## config.mk

```make
export PLATFORM = sky130hd
export DESIGN_NAME = fetch_prefetch_queue
export DESIGN_NICKNAME = d
export VERILOG_FILES = /design/src/rtl/fetch_prefetch_queue.sv
export SDC_FILE = /design/constraint.sdc
export NUM_CORES = 1
export LEC_CHECK = 0
export CAP_MARGIN = 20
export CELL_PAD_IN_SITES_DETAIL_PLACEMENT = 0
export CELL_PAD_IN_SITES_GLOBAL_PLACEMENT = 1
export CORE_MARGIN = 2
export CORE_UTILIZATION = 49
export DETAILED_ROUTE_END_ITERATION = 8
export PLACE_DENSITY_LB_ADDON = 0.05
export SYNTH_ARGS = -nofsm -noshare
export SYNTH_HDL_FRONTEND = slang
export SYNTH_SLANG_ARGS = --single-unit
```

## constraint.sdc

```tcl
create_clock -name CLK -period 10.3 [get_ports CLK]
set_input_delay 2.06 -clock CLK [delete_from_list [all_inputs] [get_ports CLK]]
set_output_delay 2.06 -clock CLK [all_outputs]
set_load 0.01 [all_outputs]
```

## src/rtl/fetch_prefetch_queue.sv

```systemverilog
// Instruction-fetch front end: issues sequential imem requests ahead of decode and
// buffers returned words in an in-order queue. Define FETCH_PERF_EN to add perf counters.
module fetch_prefetch_queue #(
   parameter int unsigned          XLEN     = 32,
   parameter int unsigned          DEPTH    = 4,
   parameter logic [XLEN-1:0]      RESET_PC = '0
) (
   input  logic            CLK,
   input  logic            RSTa,
   output logic            imem_req,
   output logic [XLEN-1:0] imem_addr,
   input  logic            imem_gnt,
   input  logic            imem_rvalid,
   input  logic [31:0]     imem_rdata,
   input  logic            redirect_valid,
   input  logic [XLEN-1:0] redirect_pc,
   output logic            id_valid,
   input  logic            id_ready,
   output logic [31:0]     id_instr,
   output logic [XLEN-1:0] id_pc,
   output logic [XLEN-1:0] id_pc_plus4
`ifdef FETCH_PERF_EN
   ,
   output logic [31:0]     perf_fetched,
   output logic [31:0]     perf_flushed
`endif
);

   localparam int unsigned CW = $clog2(DEPTH + 1);
   localparam int unsigned PW = $clog2(DEPTH);
   localparam logic [CW:0] DEPTH_W = (CW + 1)'(DEPTH);

   typedef logic [CW-1:0] cnt_t;

   logic [31:0]     instr_mem [DEPTH];
   logic [XLEN-1:0] pc_mem    [DEPTH];

   logic [PW-1:0]   head_q, head_d, tail_q, tail_d;
   cnt_t            count_q, count_d;
   cnt_t            inflight_q, inflight_d;
   cnt_t            discard_q, discard_d;
   logic [XLEN-1:0] fetch_pc_q, fetch_pc_d;
   logic [XLEN-1:0] resp_pc_q, resp_pc_d;

   logic            grant, rsp_ok, push, pop, drop;
   logic [CW:0]     occupancy;
   logic [XLEN-1:0] redirect_target;

   // Credit counts queued entries plus live (non-discarded) requests, one bit wider so it never wraps.
   always_comb begin
      occupancy       = {1'b0, count_q} + {1'b0, inflight_q} - {1'b0, discard_q};
      redirect_target = redirect_pc & ~XLEN'(3);
      imem_req        = !RSTa && !redirect_valid && (occupancy < DEPTH_W);
      imem_addr       = fetch_pc_q;
      grant           = imem_req && imem_gnt;
      rsp_ok          = imem_rvalid && (inflight_q != '0);
      push            = rsp_ok && (discard_q == '0) && !redirect_valid;
      drop            = rsp_ok && !push;
      id_valid        = (count_q != '0);
      pop             = id_valid && id_ready;
   end

   // NOTE: every variable gets a default at the top of always_comb so no latch can be inferred.
   always_comb begin
      inflight_d = inflight_q + cnt_t'(grant) - cnt_t'(rsp_ok);
      discard_d  = discard_q;
      count_d    = count_q + cnt_t'(push) - cnt_t'(pop);
      head_d     = head_q;
      tail_d     = tail_q;
      fetch_pc_d = fetch_pc_q;
      resp_pc_d  = resp_pc_q;

      if (rsp_ok && (discard_q != '0)) discard_d = discard_q - cnt_t'(1);
      if (pop)   head_d     = head_q + PW'(1);
      if (push)  tail_d     = tail_q + PW'(1);
      if (grant) fetch_pc_d = fetch_pc_q + XLEN'(4);
      if (push)  resp_pc_d  = resp_pc_q + XLEN'(4);

      if (redirect_valid) begin
         discard_d  = inflight_d;
         count_d    = '0;
         head_d     = '0;
         tail_d     = '0;
         fetch_pc_d = redirect_target;
         resp_pc_d  = redirect_target;
      end
   end

   always_ff @(posedge CLK) begin
      if (RSTa) begin
         head_q     <= '0;
         tail_q     <= '0;
         count_q    <= '0;
         inflight_q <= '0;
         discard_q  <= '0;
         fetch_pc_q <= RESET_PC;
         resp_pc_q  <= RESET_PC;
      end else begin
         head_q     <= head_d;
         tail_q     <= tail_d;
         count_q    <= count_d;
         inflight_q <= inflight_d;
         discard_q  <= discard_d;
         fetch_pc_q <= fetch_pc_d;
         resp_pc_q  <= resp_pc_d;
      end
   end

   // NOTE: the entry storage is deliberately not reset; id_* are gated by id_valid instead.
   always_ff @(posedge CLK) begin
      if (push) begin
         instr_mem[tail_q] <= imem_rdata;
         pc_mem[tail_q]    <= resp_pc_q;
      end
   end

   always_comb begin
      id_instr    = '0;
      id_pc       = '0;
      id_pc_plus4 = '0;
      if (id_valid) begin
         id_instr    = instr_mem[head_q];
         id_pc       = pc_mem[head_q];
         id_pc_plus4 = pc_mem[head_q] + XLEN'(4);
      end
   end

`ifdef FETCH_PERF_EN
   logic [31:0] perf_fetched_q, perf_fetched_d;
   logic [31:0] perf_flushed_q, perf_flushed_d;
   logic [31:0] flushed_inc;
   logic [32:0] fetched_sum, flushed_sum;

   // Entries popped in the redirect cycle reached ID, so only the remainder counts as flushed.
   always_comb begin
      flushed_inc    = 32'(drop);
      if (redirect_valid) flushed_inc = flushed_inc + 32'(count_q - cnt_t'(pop));
      fetched_sum    = {1'b0, perf_fetched_q} + 33'(pop);
      flushed_sum    = {1'b0, perf_flushed_q} + {1'b0, flushed_inc};
      perf_fetched_d = fetched_sum[32] ? '1 : fetched_sum[31:0];
      perf_flushed_d = flushed_sum[32] ? '1 : flushed_sum[31:0];
   end

   always_ff @(posedge CLK) begin
      if (RSTa) begin
         perf_fetched_q <= '0;
         perf_flushed_q <= '0;
      end else begin
         perf_fetched_q <= perf_fetched_d;
         perf_flushed_q <= perf_flushed_d;
      end
   end

   assign perf_fetched = perf_fetched_q;
   assign perf_flushed = perf_flushed_q;
`endif

   ap_no_orphan_rsp: assert property (@(posedge CLK) disable iff (RSTa)
      imem_rvalid |-> (inflight_q != '0));
   ap_no_push_full: assert property (@(posedge CLK) disable iff (RSTa)
      push |-> (count_q != cnt_t'(DEPTH)));

endmodule

```

==> summary by stage <==
Drt
The number of vias per cell after detailed routing is 5.389. The vias after detailed routing is 8628. The first TritonRoute pass finished after 6 iterations. The number of DRC violations after detailed routing is 0. The detailed router finished its first iteration with 554 violations.

In the final routed layout, each cell accounts on average for 18.98 um. The number of routed nets with antenna violations is 0. The sum of routed wire length over all layers is 30380 um.

Die
The die covers 30690 sq um. The I/O pin count is 200. The overall die width is 175.2 um. For this configuration, the core starts out at a cell density of 49.90%.

The die is 175.2 um tall. After floorplanning, the core was divided into 62 placement rows. The core area is 28780 sq um.

Cells and area
The antenna diode count is 0. The footprint of the flip-flops and latches is 8954 sq um. The total non-filler cell area in the finished layout is 17730 sq um. For this run, the post-layout net count is 1283. Summing all multi-input logic gate instances after layout gives 5010 sq um.

The number of fill cells is 2287. In the final layout, the share of cells above drive strength 1 is 11.01%. The area growth from synthesis to layout is 23.46%.

Clocking
The clock insertion delay at the later pin of the skew report is 0.51 ns. The post-CTS resize count is 0. The number of buffers added for setup after CTS is 0.

The H-tree depth is 2. The number of clock buffers inserted by TritonCTS is 35. The count of clock tree sinks is 323. TritonCTS built the clock tree.

The CTS clock-pin slew for the worst setup and hold paths is 0.06 ns. The quantity of hold-fixing buffers added after cts is 0. The tree is rooted in a clkbuf_16. No sink is reached through more buffers than the 3 on the longest clock path.

Setup path
Among all stages on the critical path, the largest delay is contributed by buf_4. The required arrival time at the worst endpoint is 8.24 ns. The signal on the critical path passes through buf_4 > mux4_1 > ha_1 > nand2_1 > o22a_1 > nor2_1 > nand3_2 > nor2_1 > mux2_2 > clkdlybuf4s50_1.

The type of element launching the critical path is a flip-flop. The most frequent cell on the critical path is nor2_1. The length in cells of the worst reg-to-reg path is 17. The signal arrival time at the worst endpoint is 4.70 ns. The critical path class is flip-flop to output port. Along the worst path, the maximum fanout reaches 49.

STA classifies the critical path endpoint as an output port. For this run, the slowest stage of the critical path takes 0.78 ns.

GRT
The number of antenna violations at the first check in global routing is 0. The global routing usage summed across all routing layers is 20.05%. The via count of the first global-routing pass is 8686. The global-route wire length before repair is 47950 um. Entering global routing, the biggest net connects 80 pins. For this run the aggregate overflow at the end of global routing stands at 0.

Placed design
The placer congestion estimate is 0.8058. The count of buffers inserted at the top-level ports is 191. The placed wire-length estimate after detailed placement is 19180 um. In this run the cell area measured after placement is 16560 sq um.

Logic synthesis
The synthesized netlist occupies a cell area of 14360 sq um. The mean area per synthesized cell is 14.38 sq um. Synthesis produced a netlist whose cell count is 999. In this run, synthesis produced a sequential element count of 323. The number of distinct library cell variants in the gate-level netlist after synthesis is 61. For this run, the number of Yosys warnings is 0. In the synthesized netlist the async set-or-reset flop fraction comes to 0%.

The sequential-to-total area share from yosys stat is 62.31%. The main flop type after synthesis is edfxtp_1. Yosys mapped a number of flops with a built-in enable equal to 248.

STA
The final-report hold violation count is 0. Static timing analysis puts the maximum clock frequency at 0.1479 GHz. The sum of negative setup slack is 0 ns. Dividing the final minimum period by the clock period gives 65.63%. Setup violations remaining at the end of the flow were counted as 0. The number of max-slew violations in the final report is 0. The worst pin sits at a relative slew slack of 34.84%.

The pin slew with the least headroom to its limit is 0.9773 ns. Setup repair after global routing left no endpoint under its margin. The worst path needs 6.760 ns of the cycle, external delays included. On the final layout, the worst clock skew is 0.02091 ns.

Run status
The flow ran to the end, and the final reports show no timing, DRC or antenna violations.

Hold path
The worst min-delay path class is flip-flop to flip-flop. The number of instances on the worst hold path is 2.

Power
In this run the power density over the cells is 188.7 nW/um^2. Across the VDD grid, the largest voltage drop is 0.00009738 V. For this design the static power due to leakage is 5.734 nW.

Job
Max-cap violations in this run came to 0.
[metrics by stage]
stage	worst slack, ns	hold WS (ns)	utilization [%]	power (mW)	instances
after floorplan	5.216	0.4809	-	1.877	1004
after global placement	3.789	0.5048	57.53	2.101	1540
after detailed placement	3.782	0.5165	57.53	2.110	1540
after CTS	3.386	0.5297	61.61	3.385	1601
after global routing	3.122	0.5655	61.61	3.493	1601
final	3.540	0.5310	61.61	3.346	1601
[cell families after synthesis]
logic type | after synthesis | share of synthesized area (%)
other cells | 1 | 0.02611
xor+xnor | 81 | 4.940
buf+inv | 82 | 3.006
simple gates | 313 | 12.07
compound gates | 109 | 5.045
mux | 70 | 10.66
flops | 323 | 62.31
fa+ha+maj | 20 | 1.952
[Yosys cell counts, types with 2 or more instances]
| master | number | area [sq um] |
|---|---|---|
| edfxtp_1 | 248 | 7447 |
| dfxtp_1 | 75 | 1501 |
| and2_1 | 73 | 456.7 |
| nor2_1 | 67 | 251.5 |
| nand2_1 | 53 | 198.9 |
| mux4_2 | 49 | 1104 |
| xnor2_1 | 45 | 394.1 |
| xor2_1 | 36 | 315.3 |
| a21boi_0 | 32 | 240.2 |
| clkbuf_1 | 32 | 120.1 |
| inv_1 | 30 | 112.6 |
| nand3_1 | 28 | 140.1 |
| a21oi_1 | 26 | 130.1 |
| nand4_1 | 19 | 118.9 |
| nor3_1 | 19 | 95.09 |
| o21a_1 | 17 | 127.6 |
| ha_1 | 16 | 200.2 |
| o21ai_0 | 14 | 70.07 |
| mux4_1 | 12 | 315.3 |
| and3_1 | 10 | 62.56 |
| nor4_1 | 8 | 50.05 |
| or3_1 | 7 | 43.79 |
| a31oi_1 | 6 | 37.54 |
| buf_4 | 6 | 45.04 |
| nand4b_1 | 6 | 52.55 |
| clkbuf_8 | 5 | 68.82 |
| mux2_2 | 5 | 56.30 |
| fa_1 | 4 | 80.08 |
| a211oi_1 | 3 | 22.52 |
| and4_1 | 3 | 26.28 |
| buf_2 | 3 | 15.01 |
| mux2i_1 | 3 | 30.03 |
| nor4_2 | 3 | 37.54 |
| o211a_1 | 3 | 30.03 |
| and3b_1 | 2 | 17.52 |
| buf_12 | 2 | 40.04 |
| buf_6 | 2 | 22.52 |
| nand2b_1 | 2 | 12.51 |
| nand3_2 | 2 | 20.02 |
| nand3_4 | 2 | 35.03 |
[power by group]
| part | total (mW) | internal (mW) | switching (mW) |
|---|---|---|---|
| Sequential | 1.53 | 1.48 | 0.0480 |
| Clock | 1.27 | 0.794 | 0.476 |
| Combinational | 0.549 | 0.266 | 0.282 |
| Total | 3.35 | 2.54 | 0.807 |
[layer usage]
layer  global-route usage, %  wire length [um]  vias to the layer above  part of all wire (%)
li1                        -                 -                     4115                     -
met1                   28.99             14420                     4245                    47
met2                   32.32             14170                      234                    47
met3                   3.068              1347                       34                   4.4
met4                   4.514               448                        0                   1.5
met5                       0                 0                        -                     0
[flip-flops by register name (all words and copies together) (netlist names), named ones only]
signal,count
pc_mem,120
discard_q,3
count_q,3
tail_q,2
resp_pc_q,30
imem_addr,30
inflight_q,3
instr_mem,128
head_q,2
[final cells by class]
cell class / instances / area share (%)
clock buffers: 49 / 5.589
clock inverters: 12 / 1.023
inverters: 32 / 0.6774
multi-input cells: 599 / 28.25
flip-flops and latches: 323 / 50.50
well taps: 384 / 2.710
repair buffers: 202 / 11.25
[cell usage in the layout, fill, tap and decap left out, types with 28 or more instances in the layout]
cell,instances
edfxtp_1,248
clkdlybuf4s50_1,191
dfxtp_1,73
and2_1,69
nor2_1,67
nand2_1,53
mux4_2,49
xnor2_1,45
clkbuf_16,37
xor2_1,36
a21boi_0,32
inv_1,29
nand3_1,28
[critical path, delay by kind of cell (launching register included)]
| kind | cells | cell delay (ns) |
|---|---|---|
| buffers and inverters | 2 | 1.26 |
| DFF | 1 | 0.53 |
| AOI/OAI and AO/OA | 1 | 0.30 |
| muxes | 2 | 0.89 |
| adders and majority gates | 1 | 0.28 |
| and+or+nand+nor | 4 | 0.85 |
[path summary, 6_finish.rpt]
check                                start               to  slack, ns
worst min-delay path             head_q[1]        flip-flop       0.53
worst max register to register  count_q[1]     discard_q[2]       5.76
worst max-delay path             flip-flop  id_pc_plus4[22]       3.54
worst min register to register   head_q[1]        flip-flop       0.53
Note: power is estimated with default switching activity, not from simulation.
